[config.mk]
export PLATFORM = sky130hd
export DESIGN_NAME = sevtobcd_scan
export DESIGN_NICKNAME = d
export VERILOG_FILES = /design/src/rtl/sev_pkg.sv /design/src/rtl/sevtobcd_dec.sv /design/src/rtl/sevtobcd_scan.sv
export SDC_FILE = /design/constraint.sdc
export NUM_CORES = 1
export LEC_CHECK = 0
export CAP_MARGIN = 0
export CORE_MARGIN = 2
export CORE_UTILIZATION = 57
export CTS_BUF_LIST = sky130_fd_sc_hd__clkbuf_8
export DETAILED_ROUTE_END_ITERATION = 12
export PLACE_DENSITY = 0.81
export SYNTH_ARGS = -nofsm -noshare
export SYNTH_HDL_FRONTEND = slang
export SYNTH_HIERARCHICAL = 1
export SYNTH_SLANG_ARGS = --single-unit
export TNS_END_PERCENT = 5
[constraint.sdc]
create_clock -name clk -period 2.2 [get_ports clk]
set_input_delay 0.22 -clock clk [delete_from_list [all_inputs] [get_ports clk]]
set_output_delay 0.22 -clock clk [all_outputs]
set_load 0.02 [all_outputs]
[src/rtl/sev_pkg.sv]
// Shared 7-segment glyph set, BCD marker codes and the frame-reader state type.
package sev_pkg;

  // Active-high segment patterns, bit 6 = a ... bit 0 = g.
  localparam logic [6:0] SEG_0     = 7'b1111110;
  localparam logic [6:0] SEG_1     = 7'b0110000;
  localparam logic [6:0] SEG_2     = 7'b1101101;
  localparam logic [6:0] SEG_3     = 7'b1111001;
  localparam logic [6:0] SEG_4     = 7'b0110011;
  localparam logic [6:0] SEG_5     = 7'b1011011;
  localparam logic [6:0] SEG_6     = 7'b1011111;
  localparam logic [6:0] SEG_7     = 7'b1110000;
  localparam logic [6:0] SEG_8     = 7'b1111111;
  localparam logic [6:0] SEG_9     = 7'b1111011;
  localparam logic [6:0] SEG_BLANK = 7'b0000000;

  // Nibble codes for glyphs that are not decimal digits.
  localparam logic [3:0] BCD_BLANK = 4'hA;
  localparam logic [3:0] BCD_BAD   = 4'hF;

  // Frame reader: SYNC waits for the leftmost digit, SCAN collects the rest.
  typedef enum logic {
    SYNC = 1'b0,
    SCAN = 1'b1
  } scan_state_t;

  // Forward encoder used by the BCD-to-7-segment driver; anything that is
  // not a decimal digit is shown blank.
  function automatic logic [6:0] bcd_to_seg(input logic [3:0] d);
    logic [6:0] s;
    case (d)
      4'd0:    s = SEG_0;
      4'd1:    s = SEG_1;
      4'd2:    s = SEG_2;
      4'd3:    s = SEG_3;
      4'd4:    s = SEG_4;
      4'd5:    s = SEG_5;
      4'd6:    s = SEG_6;
      4'd7:    s = SEG_7;
      4'd8:    s = SEG_8;
      4'd9:    s = SEG_9;
      default: s = SEG_BLANK;
    endcase
    return s;
  endfunction

endpackage

[src/rtl/sevtobcd_dec.sv]
// Strict glyph decoder: 7 segment lines back to a BCD nibble plus blank/bad flags.
module sevtobcd_dec
  import sev_pkg::*;
(
  input  logic [6:0] i_seg,
  output logic [3:0] o_bcd,
  output logic       o_blank,
  output logic       o_bad
);

  // Exact-match lookup; any pattern outside the glyph set is reported bad.
  always_comb begin
    o_bcd   = BCD_BAD;
    o_blank = 1'b0;
    o_bad   = 1'b0;
    case (i_seg)
      SEG_0:     o_bcd = 4'd0;
      SEG_1:     o_bcd = 4'd1;
      SEG_2:     o_bcd = 4'd2;
      SEG_3:     o_bcd = 4'd3;
      SEG_4:     o_bcd = 4'd4;
      SEG_5:     o_bcd = 4'd5;
      SEG_6:     o_bcd = 4'd6;
      SEG_7:     o_bcd = 4'd7;
      SEG_8:     o_bcd = 4'd8;
      SEG_9:     o_bcd = 4'd9;
      SEG_BLANK: begin
        o_bcd   = BCD_BLANK;
        o_blank = 1'b1;
      end
      default:   o_bad = 1'b1;
    endcase
  end

endmodule

[src/rtl/sevtobcd_scan.sv]
// Multiplexed 7-segment bus reader: settles each digit, decodes it and
// assembles NUM_DIGITS nibbles into a frame offered on a valid/ready port.
//
// Handshake: frame_valid/bcd_out stay stable while frame_valid && !frame_ready;
// the frame is consumed on any cycle with frame_valid && frame_ready, and a
// new frame may load on that same edge (frame_valid then stays high).
module sevtobcd_scan
  import sev_pkg::*;
#(
  parameter int NUM_DIGITS    = 4,
  parameter int STABLE_CYCLES = 4
) (
  input  logic                    clk,
  input  logic                    rst_n,
  input  logic [6:0]              seg_in,
  input  logic [NUM_DIGITS-1:0]   dig_en,
  input  logic                    frame_ready,
  input  logic                    err_clr,
  output logic                    frame_valid,
  output logic [4*NUM_DIGITS-1:0] bcd_out,
  output logic                    err,
  output logic                    overrun,
  output logic                    dbg_state
);

  localparam int CW = $clog2(STABLE_CYCLES + 1);
  localparam logic [CW-1:0] CNT_MAX    = CW'(STABLE_CYCLES);
  localparam logic [CW-1:0] CNT_ACCEPT = CW'(STABLE_CYCLES - 1);

  scan_state_t r_state, w_state_next;

  logic [6+NUM_DIGITS:0]   r_prev;
  logic [CW-1:0]           r_cnt;
  logic [NUM_DIGITS-1:0]   r_got, w_got_next;
  logic [4*NUM_DIGITS-1:0] r_shadow, w_shadow_next;
  logic                    r_frame_valid;
  logic [4*NUM_DIGITS-1:0] r_bcd_out;
  logic                    r_err;
  logic                    r_overrun;

  logic [3:0] w_bcd;
  logic       w_blank, w_bad;
  logic       w_same, w_accept, w_onehot, w_multi, w_cap;
  logic       w_complete, w_out_free, w_load;
  logic       w_err_set, w_ovr_set;

  sevtobcd_dec u_dec (
    .i_seg   (seg_in),
    .o_bcd   (w_bcd),
    .o_blank (w_blank),
    .o_bad   (w_bad)
  );

  // A sample is accepted exactly once: on the cycle its run of identical
  // inputs reaches STABLE_CYCLES.
  assign w_same   = ({seg_in, dig_en} == r_prev);
  assign w_accept = w_same && (r_cnt == CNT_ACCEPT);
  assign w_onehot = (dig_en != '0) && ((dig_en & (dig_en - 1'b1)) == '0);
  assign w_multi  = (dig_en != '0) && !w_onehot;
  assign w_cap    = w_accept && w_onehot;

  // Blank is a legal glyph, so only a non-blank bad pattern is an error.
  assign w_err_set  = w_accept && (w_multi || (w_onehot && w_bad && !w_blank));
  assign w_out_free = !r_frame_valid || frame_ready;
  assign w_load     = w_complete && w_out_free;
  assign w_ovr_set  = w_complete && !w_out_free;

  // FSM state register.
  always_ff @(posedge clk or negedge rst_n) begin
    if (!rst_n) r_state <= SYNC;
    else        r_state <= w_state_next;
  end

  // Next state, got mask and shadow nibbles from the current capture.
  always_comb begin
    w_state_next  = r_state;
    w_got_next    = r_got;
    w_shadow_next = r_shadow;
    w_complete    = 1'b0;
    case (r_state)
      SYNC: begin
        if (w_cap && dig_en[0]) begin
          w_state_next          = SCAN;
          w_got_next            = dig_en;
          w_shadow_next[3:0]    = w_bcd;
        end
      end
      SCAN: begin
        if (w_cap) begin
          // Digit 0 always restarts the frame; others add or overwrite.
          w_got_next = dig_en[0] ? dig_en : (r_got | dig_en);
          for (int k = 0; k < NUM_DIGITS; k++) begin
            if (dig_en[k]) w_shadow_next[4*k +: 4] = w_bcd;
          end
          if (&w_got_next) begin
            w_complete   = 1'b1;
            w_got_next   = '0;
            w_state_next = SYNC;
          end
        end
      end
      default: w_state_next = SYNC;
    endcase
  end

  // Stability filter, frame assembly, output handshake and sticky flags.
  always_ff @(posedge clk or negedge rst_n) begin
    if (!rst_n) begin
      r_prev        <= '0;
      r_cnt         <= '0;
      r_got         <= '0;
      r_shadow      <= '0;
      r_frame_valid <= 1'b0;
      r_bcd_out     <= '0;
      r_err         <= 1'b0;
      r_overrun     <= 1'b0;
    end else begin
      r_prev <= {seg_in, dig_en};
      if (!w_same)              r_cnt <= CW'(1);
      else if (r_cnt != CNT_MAX) r_cnt <= r_cnt + CW'(1);

      r_got    <= w_got_next;
      r_shadow <= w_shadow_next;

      if (w_load) begin
        r_bcd_out     <= w_shadow_next;
        r_frame_valid <= 1'b1;
      end else if (r_frame_valid && frame_ready) begin
        r_frame_valid <= 1'b0;
      end

      r_err     <= err_clr ? 1'b0 : (r_err | w_err_set);
      r_overrun <= err_clr ? 1'b0 : (r_overrun | w_ovr_set);
    end
  end

  assign frame_valid = r_frame_valid;
  assign bcd_out     = r_bcd_out;
  assign err         = r_err;
  assign overrun     = r_overrun;
  assign dbg_state   = r_state;

endmodule

Word level (Yosys, flattened, before mapping) --
Cells that the tools add are included. Widths: inputs -> output; s select.
Operators by class: add/sub/neg operators 2, equality and inequality tests 16, multiplexer cells 29, bitwise logic cells 5, reduce and logical (&&, ||, !) cells 24
Operators by type and width (count):
- $eq 7x7->1 const B | 8
- $pmux 4 s11 | 1
- $mux 4 | 9
- $mux 16 | 1
- $pmux 4 s2 | 2
- $eq 7x6->1 const B | 2
- $mux 1 | 12
- $mux 12 | 1
- $eq 11x11->1 | 1
- $logic_and 1x1->1 | 11
- $reduce_or 11->1 | 1
- $logic_not 7->1 | 1
- $mux 3 | 2
- $and 4x4->4 | 1
- $logic_not 1->1 | 4
- $logic_not 4->1 | 1
- $ne 2x1->1 const B | 2
- $or 4x4->4 | 1
- $reduce_and 4->1 | 1
- $reduce_bool 4->1 | 1
- $sub 4x1->4 const B | 1
- $add 3x1->3 const B | 1
- $eq 3x2->1 const B | 1
- $ne 3x3->1 const B | 1
- 7 further kinds | 9
Word-level totals: register bits after elaboration 54, output and inout port bits 20, logic and storage cells 85

Longest topological paths before layout --
Gate-level depths: netlist (run 1).
word-level depth 10, gate-level depth with buffers 8

By module --
Netlist (run 1), hierarchy kept.
By module, submodules not included:
- sevtobcd_scan | instances 1, cells each 185, area each 2464.9 um2
- sevtobcd_dec | instances 1, cells each 30, area each 220.2 um2

Worst setup path after synthesis (run 1) --
No wires, ideal clock.
kind input-to-reg, start input seg_in[3], end register r_bcd_out[13] (netlist: bcd_out[13]), setup time 0.125 ns, arrival time 1.809 ns, required time 2.075 ns, path slack 0.266 ns, cell stages on the path 6, path buffers 0, cells stage by stage nand4bb_1 or4b_1 nand4_1 nand4_1 a32o_1 mux2_4
RTL lines:
- start: declaration | line sevtobcd_scan.sv:15 | input logic [6:0] seg_in,
- $eq 7x7->1 (tied with other cells) | line sevtobcd_dec.sv:16 | case (i_seg)
- $pmux 4 s11 * | line sevtobcd_dec.sv:16
- named net w_bcd[1] | line sevtobcd_scan.sv:41 | logic [3:0] w_bcd;
- $mux 4 * | line sevtobcd_scan.sv:93 | if (dig_en[k]) w_shadow_next[4*k +: 4] = w_bcd;
- $mux 16 * | line sevtobcd_scan.sv:89 | if (w_cap) begin
- $mux 12 * | line sevtobcd_scan.sv:80 | case (r_state)
- end signal: assignment | line sevtobcd_scan.sv:126 | r_bcd_out <= w_shadow_next;
- end: declaration | line sevtobcd_scan.sv:37 | logic [4*NUM_DIGITS-1:0] r_bcd_out;
Mark *: on every way through the listed nets, which the timed path passes. The rest lies on a longest branch. A chain may end at the register's enable or synchronous reset.

Worst setup path after layout (run 1) --
start register r_cnt[1], end register r_bcd_out[10] (netlist: bcd_out[10])
On the way: longest elaborated chain between the ends 6
Ends and longest elaborated chain:
- start: declaration | line sevtobcd_scan.sv:33 | logic [CW-1:0] r_cnt;
- start signal: assignment | line sevtobcd_scan.sv:120 | else if (r_cnt != CNT_MAX) r_cnt <= r_cnt + CW'(1);
- $eq 3x2->1 * | line sevtobcd_scan.sv:57 | assign w_accept = w_same && (r_cnt == CNT_ACCEPT);
- $logic_and 1x1->1 * | line sevtobcd_scan.sv:57
- $logic_and 1x1->1 * | line sevtobcd_scan.sv:60 | assign w_cap = w_accept && w_onehot;
- $mux 1 | line sevtobcd_scan.sv:89
- $mux 1 | line sevtobcd_scan.sv:80
- $logic_and 1x1->1 | line sevtobcd_scan.sv:65 | assign w_load = w_complete && w_out_free;
Mark *: on every way between the ends. The rest lies on a longest branch, timed or not.

==> results of run 1 <==
[area by class of cell]
type | instances | area [um2] | share of cell area [%]
flip-flops and latches | 54 | 1350 | 37.2
well taps | 52 | 65.1 | 1.79
clock inverters | 2 | 38.8 | 1.07
multi-input cells | 145 | 1290 | 35.6
repair buffers | 88 | 769 | 21.2
inverters | 8 | 30.0 | 0.828
clock buffers | 6 | 82.6 | 2.28
[power by group]
part,total (mW),switching [mW],internal (mW)
Combinational,0.228,0.119,0.109
Clock,0.713,0.338,0.375
Sequential,1.01,0.00775,1.01
[metrics by stage]
stage,utilization [%],cells,total power [mW]
finish,81.6,355,1.95
CTS,79.9,351,1.95
detailed placement,76.7,341,1.25
global route,81.6,355,2.02
floorplan,-,215,1.13
global placement,76.7,341,1.24
[state kept, by name (all words and copies together) (netlist names)]
name,count
overrun,1
r_shadow,16
r_prev,11
r_got,4
bcd_out,16
r_cnt,3
dbg_state,1
frame_valid,1
err,1
[kinds of logic after synthesis]
kind of cell / Yosys count / share of synthesized area [%]
mux: 32 / 14.8
flops: 54 / 50.3
xor+xnor: 13 / 4.24
fa+ha+maj: 3 / 1.40
simple gates: 62 / 15.8
compound gates: 35 / 10.5
buf+inv: 16 / 2.98
[worst paths after layout]
path	startpoint	end	slack [ns]	cells after the start
hold / removal	seg_in[2]	r_prev[6]$_DFF_PN0_	0.22	2
hold reg to reg	r_got[2]$_DFFE_PN0P_	r_got[2]$_DFFE_PN0P_	0.52	1
min in group asynchronous	rst_n	bcd_out[15]$_DFFE_PN0P_	0.41	2
setup reg to reg	r_cnt[1]$_DFFE_PN0P_	bcd_out[10]$_DFFE_PN0P_	0.05	9
max in group asynchronous	rst_n	r_prev[5]$_DFF_PN0_	1.14	3
setup / recovery	r_cnt[1]$_DFFE_PN0P_	bcd_out[10]$_DFFE_PN0P_	0.05	9
[what timing repair did]
action                                 CTS  global route
pin swaps                                5             8
cloned                                   0             0
hold buffers                             1             0
gates resized for setup                  5            13
setup endpoints to repair               24            36
endpoints found under the hold margin   20             0
buffers inserted                         1             4
[cell usage in the layout, fill, tap and decap left out, drive strengths merged, types with 6 or more instances in the layout]
| cell type | netlist | layout |
|---|---|---|
| nand4 | 6 | 6 |
| clkbuf | 2 | 6 |
| a22o | 6 | 6 |
| buf | 6 | 54 |
| dlymetal6s2s | 0 | 6 |
| dfrtp | 54 | 54 |
| nand3 | 7 | 7 |
| inv | 8 | 9 |
| mux2 | 32 | 32 |
| xnor2 | 13 | 13 |
| a32o | 8 | 8 |
| clkdlybuf4s50 | 0 | 26 |
| nor2 | 8 | 8 |
| nand2 | 10 | 10 |
[worst reg2reg max path, cell delays in order (launching register included)]
cell and delay (ns):
dfrtp_1 0.40, ha_2 0.21, ha_4 0.15, o41ai_2 0.08
buf_4 0.15, nor4_4 0.32, buf_4 0.17, nand4_4 0.07
buf_12 0.18, mux2_4 0.31
[metal layers]
metal,GRT usage [%],share of wire [%],wire (um)
met1,37.3,44,3010
met2,42.7,48,3320
met3,4.70,5.5,375
met4,8.85,2.3,157
met5,0,0,0
==> metrics.md, run 1 <==
| Metric | Value |
|---|---|
| Power Density | 539 mW/mm2 |
| Gpl congestion | 0.839 |
| Post-layout nets | 320 |
| Final antenna-violating net count | 0 |
| Synthesized area per cell | between 10 and 15 um2 |
| Post-Syn Instances | 215 |
| CP Max Fanout | 16 |
| Die Y | about 73 um |
| Latest clock arrival within the worst-skew pair | 0.31 ns |
| Ant diodes | 0 |
| Initial Util | 60.4% |
| CTS Root Cell | clkbuf_8 |
| Core footprint | 0.00444 mm2 |
| Register area share after synthesis | 50.3% |
| Min Tclk post-route | 2.15 ns |
| Crit path top cell by count | buf_4 |
| CTS clk-pin slew, worst paths | 0.10 ns |
| Top cell type by total area after synthesis | dfrtp_1 |
| HP Class | in -> reg |
| Count leader, synth | dfrtp_1 |
| Max Freq | 464 MHz |
| Initial drt markers | approximately 130 |
| Port-buffer cells | 34 |
| Prevailing post-synth register cell | dfrtp_1 |
| Post-synth top cells | dfrtp_1 (54), mux2_2 (22), xnor2_1 (13), mux2_4 (10), nand2_1 (10) |
| Via density per instance | 6.03 |
| Worst path cell trace | ha_2 > ha_4 > o41ai_2 > buf_4 > nor4_4 > buf_4 > nand4_4 > buf_12 > mux2_4 |
| Setup CP Type | reg -> reg |
| Worst path slowest cell | dfrtp_1 |
| Synth cell types | 52 |
| Max VDD drop | 0.372 mV |
| Top cell family by delay on the critical path | buffers and inverters |
| Pins Over Slew Limit | 0 |
| Wire per inst | between 15 and 20 um |
| Filler cell count | around 270 |
| Sum of negative setup slack | 0 ns |
| Net Count, Synth | approximately 230 |
| Via Count | 2140 |
| Site Rows | 24 |
| Vias in the first global route | 2167 |
| H-tree depth | 2 |
| Pre-CTS WS | -0.440 ns |
| Netlist Area Pre-Place | 0.00269 mm2 |
| CP Capture Type | register |
| Final instance area | 0.00363 mm2 |
| Async S/R FF share, synth | 100% |
| Dpl hpwl | 4470 um |
| RSZ-0062 raised after global routing | yes |
| DP Area | 0.00341 mm2 |
| Io pins | 35 |
| Final Hold Viols | 0 |
| Largest net degree at the start of global routing | 23 |
| Req. time, crit path | between 2 and 2.5 ns |
| Crit path largest cell delay | around 0.4 ns |
| CTS tree | built |
| Die width | 72.6 um |
| Share of the synthesized area in the top cell type | between 50% and 60% |
| GRT Overall Usage | 26.7% |
| Slew margin rel. | 65.1% |
| Slew @ Worst Pin | roughly 0.52 ns |
| Clock buffer depth | 2 |
| CTS buffer count | 5 |
| Gr ovfl total | 0 |
| Post-synthesis register bit count | 54 |
| Yosys warnings | 6 |
| Final WL | 6860 um |
| First-pass GRT wire length | 10800 um |
| Layout cells sized above 1 | 37.3% |
| Fin Hold WS | approximately 0.22 ns |
| Leak pwr | 1.78 nW |
| Category of the worst setup path launch point | register |
| Largest cells by area after synthesis | dfrtp_1 (50%), mux2_2 (9.2%), mux2_4 (5.6%) |
| Final Setup Violations | 0 |
| DRC | 0 |
| Fin crit share | 97.9% |
| Initial antenna violation count | 0 |
| Outcome | finished clean |
| Fin Clk Skew | around 0.014 ns |
| Fin worst setup slack | 0.0459 ns |
| Worst path bufs/invs | 3 |
| Max_cap viols | 0 |
| P&R area growth vs syn | 35.1% |
| Number of flops mapped to enable cells by yosys | 0 |
| Die Area | 0.00528 mm2 |
| Pre-Repair DR Iteration Count | 5 |
| Worst path arrival time | around 2.4 ns |
| Clock sink count | 54 |
No activity file was read; power rests on OpenSTA's default activity.
==> inputs of run 2 (changes only) <==
Settings changed: CORE_UTILIZATION 57 to 39, PLACE_DENSITY 0.81 to 0.59, TNS_END_PERCENT 5 to unset.
==> metrics.md, run 2 (synthesis gave the netlist of run 1 again) <==
| Metric | Value |
|---|---|
| Outcome | finished clean |
| Wire per inst | 15.4 um (-20%) |
| Final Setup Violations | 0 (unchanged) |
| Largest net degree at the start of global routing | 40 (+74%) |
| Slew margin rel. | 39.7% (-25 points) |
| Die Area | 0.00756 mm2 (+43%) |
| CP Max Fanout | 16 (unchanged) |
| Initial drt markers | 97 (-24%) |
| Category of the worst setup path launch point | register |
| Port-buffer cells | 34 (unchanged) |
| Most frequent cells in the layout | buf_4 (55), dfrtp_1 (54), clkdlybuf4s50_1 (26) |
| CP Capture Type | register |
| Setup CP Type | reg -> reg |
| Filler cell count | 594 (+120%) |
| Final non-filler cell total | 388 (+9.3%) |
| R2R Setup Slk | 0.13 ns (+0.08 ns) |
| Ant diodes | 0 (unchanged) |
| Layout cells sized above 1 | 37.0% (-0.28 points) |
| Die Y | 87.0 um (+20%) |
| Gpl congestion | 0.797 (-5.0%) |
| Power Density | 489 mW/mm2 (-9.3%) |
| Pre-Repair DR Iteration Count | 4 (-1) |
| H-tree depth | 2 (unchanged) |
| Clock sink count | 54 (unchanged) |
| Req. time, crit path | 2.39 ns (about the same) |
| RR Startpoint | r_cnt[1]$_DFFE_PN0P_ |
| CTS clk-pin slew, worst paths | 0.09 ns (about the same) |
| DRC | 0 (unchanged) |
| R2R depth | 9 (unchanged) |
| Post-layout nets | 325 (+1.6%) |
| Min Tclk post-route | 2.07 ns (-0.0810 ns) |
| Final Hold Viols | 0 (unchanged) |
| Dpl hpwl | 4360 um (-2.6%) |
| GRT Overall Usage | 17.1% (-9.7 points) |
| Final WL | 5980 um (-13%) |
| CTS tree | built |
| DP Cell Count | 371 (+8.8%) |
| Vias in the first global route | 2058 (-5.0%) |
| Max_cap viols | 0 (unchanged) |
| Site Rows | 30 (+25%) |
| Clock buffer depth | 2 (unchanged) |
| Leak pwr | 1.78 nW (+0.31%) |
| P&R area growth vs syn | 36.1% |
| Multi-input logic area | 0.00127 mm2 (-1.4%) |
| CTS buffer count | 5 (unchanged) |
| Initial Util | 40.0% (-20 points) |
| CTS Root Cell | clkbuf_8 |
| Io pins | 35 (unchanged) |
| Worst r2r dst | bcd_out[8]$_DFFE_PN0P_ |
| Initial antenna violation count | 0 (unchanged) |
| Max Freq | 482 MHz (+3.9%) |
| Slew @ Worst Pin | 0.905 ns (+0.381 ns) |
| First-pass GRT wire length | 10100 um (-6.3%) |
| Latest clock arrival within the worst-skew pair | 0.30 ns (about the same) |
| Fin Clk Skew | 0.00776 ns (-0.00641 ns) |
| Final antenna-violating net count | 0 (unchanged) |
| Pins Over Slew Limit | 0 (unchanged) |
| Via Count | 2008 (-6.2%) |
| Die width | 87.0 um (+20%) |
| Post-layout util | 54.4% (-27 points) |
| Core footprint | 0.00672 mm2 (+51%) |
| RSZ-0062 raised after global routing | no |
| Worst path arrival time | 2.26 ns (-0.09 ns) |
| Fin crit share | 94.2% (-3.7 points) |
| HP Class | in -> async |
| Max VDD drop | 0.333 mV (-11%) |
| Register area | 0.00135 mm2 (unchanged) |
| Gr ovfl total | 0 (unchanged) |
| Most common cell after layout, fill and taps aside | buf_4 |
| Via density per instance | 5.18 (-14%) |
run 2: power breakdown:
group	switching (mW)	internal (mW)
combinational	0.114	0.115
clock	0.324	0.221
sequential	0.00605	1.01
total	0.444	1.34
run 2: cell type report:
class	count	share of cell area [%]
clock buffer	5	1.88
multi-input combinational	145	34.9
clock inverter	3	0.479
sequential	54	37.0
inverter	8	0.822
tap	80	2.74
timing repair buffer	93	22.2
run 2: what timing repair did:
action	in CTS	in global routing
hold buffers	0	0
pin swaps	1	6
gates cloned	0	0
setup endpoints to repair	10	23
setup buffers	2	7
resized for setup	3	13
run 2: worst max path at each step:
stage | from | cells past startpoint | slack (ns) | endpoint
after floorplan | seg_in[3] | 6 | 0.27 | bcd_out[13]$_DFFE_PN0P_
after global placement | seg_in[5] | 7 | -0.41 | bcd_out[13]$_DFFE_PN0P_
after detailed placement | seg_in[4] | 7 | -0.48 | bcd_out[9]$_DFFE_PN0P_
after CTS | seg_in[5] | 8 | 0.006 | bcd_out[9]$_DFFE_PN0P_
after global routing | r_cnt[1]$_DFFE_PN0P_ | 9 | 0.01 | bcd_out[8]$_DFFE_PN0P_
final | r_cnt[1]$_DFFE_PN0P_ | 9 | 0.13 | bcd_out[8]$_DFFE_PN0P_
run 2: worst max-delay path, cell delays in order, from the launching register on:
cell and delay, ns:
dfrtp_1 0.38, ha_1 0.16, ha_2 0.21, o41ai_1 0.08
buf_4 0.15, nor4_4 0.26, buf_4 0.16, nand4_4 0.07
buf_12 0.18, mux2_4 0.30
run 2: metal layers:
layer	GRT usage [%]	up-vias	part of all wire (%)
li1	-	976	-
met2	26.2	44	47
met3	2.65	2	3.5
met4	3.84	0	0.69
met5	0	-	0
met1	25.5	986	49
run 2: metrics by stage:
step	power, mW	hold slack [ns]	setup WS [ns]	TNS (ns)	cell area, um2
after global routing	1.88	0.101	0.0138	0	3650
after CTS	1.80	0.0619	0.00565	0	3560
after global placement	1.25	0.405	-0.413	-9.09	3460
after detailed placement	1.25	0.397	-0.476	-9.78	3460
final	1.79	0.0439	0.127	0	3650
after floorplan	1.13	-0.0756	0.266	0	2690
